==> config.mk <==
export PLATFORM = sky130hd
export DESIGN_NAME = cozy_mem_arbiter
export DESIGN_NICKNAME = d
export VERILOG_FILES = /design/src/rtl/cozy_mem_pkg.sv /design/src/rtl/cozy_starve_counter.sv /design/src/rtl/cozy_mem_arbiter.sv
export SDC_FILE = /design/constraint.sdc
export NUM_CORES = 1
export LEC_CHECK = 0
export BUFFER_PORTS_ARGS = -buffer_cell sky130_fd_sc_hd__buf_2
export CORE_MARGIN = 8
export CORE_UTILIZATION = 26
export CTS_CLUSTER_SIZE = 24
export DETAILED_ROUTE_END_ITERATION = 10
export PLACE_DENSITY = 0.63
export SETUP_SLACK_MARGIN = 0.15
export SYNTH_ARGS = -nofsm -noshare
export SYNTH_HDL_FRONTEND = slang
export SYNTH_SLANG_ARGS = --single-unit
==> constraint.sdc <==
create_clock -name clk -period 3.9 [get_ports clk]
set_input_delay 0.195 -clock clk [delete_from_list [all_inputs] [get_ports clk]]
set_output_delay 0.195 -clock clk [all_outputs]
set_load 0.02 [all_outputs]
==> src/rtl/cozy_mem_pkg.sv <==
// cozy_mem_pkg: shared encodings for the cozy RAM arbiter
package cozy_mem_pkg;
  localparam logic [1:0] BWE_READ = 2'b00;
  localparam logic [1:0] BWE_BYTE = 2'b01;
  localparam logic [1:0] BWE_WORD = 2'b11;
  typedef enum logic [1:0] {OWN_NONE = 2'd0, OWN_CPU = 2'd1, OWN_VID = 2'd2} owner_t;
endpackage

==> src/rtl/cozy_starve_counter.sv <==
// cozy_starve_counter: saturating wait counter with clear and a saturation flag
module cozy_starve_counter #(
  parameter int MAX = 4,
  parameter int W = 3
) (
  input  logic clk,
  input  logic rst_n,
  input  logic clr,
  input  logic inc,
  output logic sat
);
  localparam logic [W-1:0] MAX_V = W'(MAX);
  logic [W-1:0] cnt_q, cnt_d;
  always_comb begin
    sat = cnt_q == MAX_V;
    cnt_d = clr ? '0 : (inc && !sat) ? cnt_q + 1'b1 : cnt_q;
  end
  always_ff @(posedge clk)
    if (!rst_n) cnt_q <= '0;
    else cnt_q <= cnt_d;
endmodule

==> src/rtl/cozy_mem_arbiter.sv <==
// cozy_mem_arbiter: video-priority RAM arbiter with bounded CPU starvation
module cozy_mem_arbiter
  import cozy_mem_pkg::*;
#(
  parameter int MAX_CPU_WAIT = 4,
  parameter int WAIT_W = (MAX_CPU_WAIT > 0) ? $clog2(MAX_CPU_WAIT + 1) : 1
) (
  input  logic        clk,
  input  logic        rst_n,
  input  logic        cpu_req,
  input  logic [15:0] cpu_addr,
  input  logic [15:0] cpu_wdata,
  input  logic [1:0]  cpu_bwe,
  output logic        cpu_gnt,
  output logic        cpu_rvalid,
  output logic [15:0] cpu_rdata,
  input  logic        vid_req,
  input  logic [15:0] vid_addr,
  output logic        vid_gnt,
  output logic        vid_rvalid,
  output logic [15:0] vid_rdata,
  output logic [15:0] mem_addr,
  output logic [15:0] mem_din,
  output logic [1:0]  mem_bwe,
  input  logic [15:0] mem_dout
);
  logic cpu_sat;
  logic [1:0] cpu_bwe_n;
  logic [15:0] addr_q, addr_d, din_q, din_d;
  owner_t owner_q, owner_d;
  cozy_starve_counter #(.MAX(MAX_CPU_WAIT), .W(WAIT_W)) u_starve (
    .clk(clk),
    .rst_n(rst_n),
    .clr(cpu_gnt | ~cpu_req),
    .inc(cpu_req & ~cpu_gnt),
    .sat(cpu_sat)
  );
  // Idle cycles replay the last address/data so the RAM never sees a stray write
  always_comb begin
    cpu_bwe_n = (cpu_bwe == 2'b10) ? BWE_READ : cpu_bwe;
    cpu_gnt = rst_n & cpu_req & (cpu_sat | ~vid_req);
    vid_gnt = rst_n & vid_req & ~cpu_gnt;
    mem_addr = cpu_gnt ? cpu_addr : vid_gnt ? vid_addr : addr_q;
    mem_din = cpu_gnt ? cpu_wdata : vid_gnt ? 16'h0000 : din_q;
    mem_bwe = cpu_gnt ? cpu_bwe_n : BWE_READ;
    addr_d = mem_addr;
    din_d = mem_din;
    owner_d = (cpu_gnt && cpu_bwe_n == BWE_READ) ? OWN_CPU : vid_gnt ? OWN_VID : OWN_NONE;
    cpu_rvalid = rst_n & (owner_q == OWN_CPU);
    vid_rvalid = rst_n & (owner_q == OWN_VID);
    cpu_rdata = mem_dout;
    vid_rdata = mem_dout;
  end
  always_ff @(posedge clk)
    if (!rst_n) begin
      addr_q <= '0;
      din_q <= '0;
      owner_q <= OWN_NONE;
    end else begin
      addr_q <= addr_d;
      din_q <= din_d;
      owner_q <= owner_d;
    end
endmodule
==> flow_metrics.tcl <==
set metrics [dict create \
    skew_ns 0.007871 \
    yosysSeqAreaShare_pct 32.49 \
    clk_pin_slew_ns 0.08 \
    io_pins 140 \
    p_clk_share_pct 34.9 \
    synth.largest_area_cell "dfxtp_1" \
    insertion_delay_ns 0.29 \
    die_area_mm2 0.01202 \
    ys.flop_type "dfxtp_1" \
    ant_nets 0 \
    postCtsSetupRepairBufs 0 \
    fin_nets 365 \
    syn_area_mm2 0.002280 \
    period_share_pct 58.72 \
    grt_pass1_wl_um 9708 \
    synthAdderAreaFrac_pct 1.098 \
    min_path_type "in2reg" \
    routabilityCongestion 0.6631 \
    grt_antenna_before_repair 0 \
    ys_warn_count 0 \
    fin_ws_ns 1.610 \
    initial_core_util_pct 26.53 \
    slew_headroom_pct 24.23 \
    clockRootBuffer "clkbuf_8" \
    pre_cts_slack_ns 1.631 \
    p_leak_nw 1.236 \
    p_per_area_mw_per_mm2 365.1 \
    comb_power_share_pct 22.3 \
    wl_per_cell_um 15.64 \
    synth_xor_area_share_pct 0 \
    power.internal_mw 0.6783 \
    firstDrtPassIters 4 \
    synthTopCellsByArea "dfxtp_1, a22o_1, buf_4" \
    syn-num-nets 318 \
    route.met3.wl_um 774 \
    cts_tree "built" \
    met2WireLength_um 2780 \
    switching_share_pct 29.05 \
    worst_setup_path_end_kind "primary output" \
    cp.required_ns 3.70 \
    hold_path_startpoint "cpu_addr[15]" \
    rsz0062_at_grt "no" \
    drv_slew 0 \
    synthCells 246 \
    clock_path_buffers 2 \
    fmax_mhz 436.7 \
    place_hpwl_um 4447 \
    reg2reg_depth 6 \
    h-tree-depth 2 \
    cp.arrival_ns 2.09 \
    totalWireLength_um 6286 \
    core_mm2 0.008593 \
    power_switching_mw 0.2777 \
    synth_edf_count 0 \
    synthMuxAreaShare_pct 7.464 \
    crit_start "u_starve.cnt_q[0]" \
    numCtsBuffers 5 \
    synth-simple-area-share_pct 12.24 \
    grt_pass1_vias 2018 \
    outcome "completed" \
    reg2reg_setup_slack_ns 2.22 \
    synth.avg_cell_area_um2 9.267 \
    placementRows 34 \
    tightestPinTransition_ns 1.129 \
    cts.sinks 37 \
    async_reset_ff_share_pct 0 \
    synth_compound_area_share_pct 29.80 \
    die-height_um 109.6 \
    synth_top_family_by_area "compound AO/OA/AOI/OAI gates" \
    dieWidth_um 109.6 \
    cp-start-kind "flip-flop" \
    grt_start_max_net_pins 40 \
    critPathKind "reg2out" \
    timing.rr.end "din_q[11]" \
    dr.max_layer_used "met4" \
    p_seq_share_pct 42.9 \
    finalPower_mw 0.9560 \
    maxCapViolCount 0 \
    io_buffers 91 \
    final_layout_size_suffix_gt1_share_pct 35.71 \
    fin_crit_ns 2.290 \
    netlist.area_leader.share_pct 32.49 \
    finalSetupViolCount 0 \
    ir_worst_vdd_mv 0.1713 \
    reg2reg_from "u_starve.cnt_q[0]" \
    via_per_inst 4.925 \
    ctsHoldBuffers 0 \
    drc 0 \
    path_max_fanout 34 \
    num_vias 1980 \
    setup_tns_ns 0 \
    cp-endpoint "mem_din[1]" \
    met1_length_um 2708 \
    n_antenna_cell 0 \
    drt_iter0_markers 74 \
    grt_remaining_overflow 0 \
    yosys.cell_types.count 29 \
    cts_resized 0 \
    area.growth.synth_to_final_pct 14.87 \
    finalHoldViolCount 0 \
    grt_usage_pct 10.08 \
    ys_ff_latch 37 \
]
## Yosys cell counts (2+ instances only)
library cell  number
or2b_1             3
buf_6              4
nand2b_1          13
o22ai_1           16
o211ai_1          16
and2_1             4
o2bb2ai_1         16
a22o_1            32
dfxtp_1           37
ha_1               2
nor2_1             5
mux2i_1           17
clkbuf_1           4
buf_4             37
buf_2              7
nand2_1           19
inv_1              2
## worst min-delay path by stage
stage | end | slack [ns] | depth (start not counted)
3_5_place_dp | cpu_rdata[0] | 0.39 | 0
6_report | addr_q[15] | 0.12 | 2
3_3_place_gp | cpu_rdata[0] | 0.39 | 0
4_1_cts | addr_q[15] | 0.11 | 2
5_1_grt | addr_q[15] | 0.11 | 2
2_1_floorplan | owner_q[0] | 0.27 | 1
## routing by layer
| layer | GRT usage (%) | vias to the layer above |
|---|---|---|
| li1 | - | 976 |
| met1 | 12.40 | 895 |
| met2 | 15.68 | 105 |
| met3 | 4.631 | 4 |
| met4 | 2.314 | 0 |
| met5 | 0 | - |
## cell type report
class	instances	area, um2
tap	108	135.1
clock buffer	6	72.57
multi-input combinational	154	1154
clock inverter	2	38.79
inverter	2	7.507
timing repair buffer	93	470.5
fill	925	5974
sequential	37	740.7
## worst max-delay path, stage by stage (launching register included)
cell and delay [ns]:
dfxtp_1 0.32, inv_1 0.07, ha_1 0.26, a21boi_4 0.09, nor2_4 0.30, buf_4 0.38
a22o_1 0.21, buf_2 0.17
## sequential cells by signal, summed over array words and instances, names as in the netlist
register / flops
addr_q: 16
din_q: 16
u_starve.cnt_q: 3
owner_q: 2
## stage by stage
step / instances / instance area [um2] / hold slack (ns) / util [%]
after floorplan: 246 / 2280 / 0.2743 / -
after global placement: 394 / 2507 / 0.3902 / 29.18
after detailed placement: 394 / 2507 / 0.3902 / 29.18
after CTS: 402 / 2619 / 0.1107 / 30.47
after global routing: 402 / 2619 / 0.1146 / 30.47
final: 402 / 2619 / 0.1234 / 30.47
## placed cells by master, fill, tap and decap left out, types with 5 or more instances in the layout
cell type | Yosys | routed
a22o_1 | 32 | 32
buf_2 | 7 | 91
clkbuf_8 | 0 | 5
dfxtp_1 | 37 | 37
mux2i_1 | 17 | 17
nand2_1 | 19 | 19
nand2b_1 | 13 | 13
nor2_1 | 5 | 5
o211ai_1 | 16 | 16
o22ai_1 | 16 | 16
o2bb2ai_1 | 16 | 16
## cells by family (layout without fill, tap and decap cells)
group,Yosys count,count (layout)
and+or+nand+nor,51,51
DFF,37,37
AOI/OAI and AO/OA,84,84
muxes,17,17
adders and majority gates,2,2
buffers and inverters,55,103
## power by group through the flow
stage               logic (mW)  registers (mW)  clock network, mW
floorplan                0.191           0.415                  0
global placement         0.211           0.417                  0
detailed placement       0.214           0.418                  0
CTS                      0.215           0.409              0.348
global route             0.234           0.412              0.363
finish                   0.213           0.410              0.334
(Power assumes the default switching activity.)
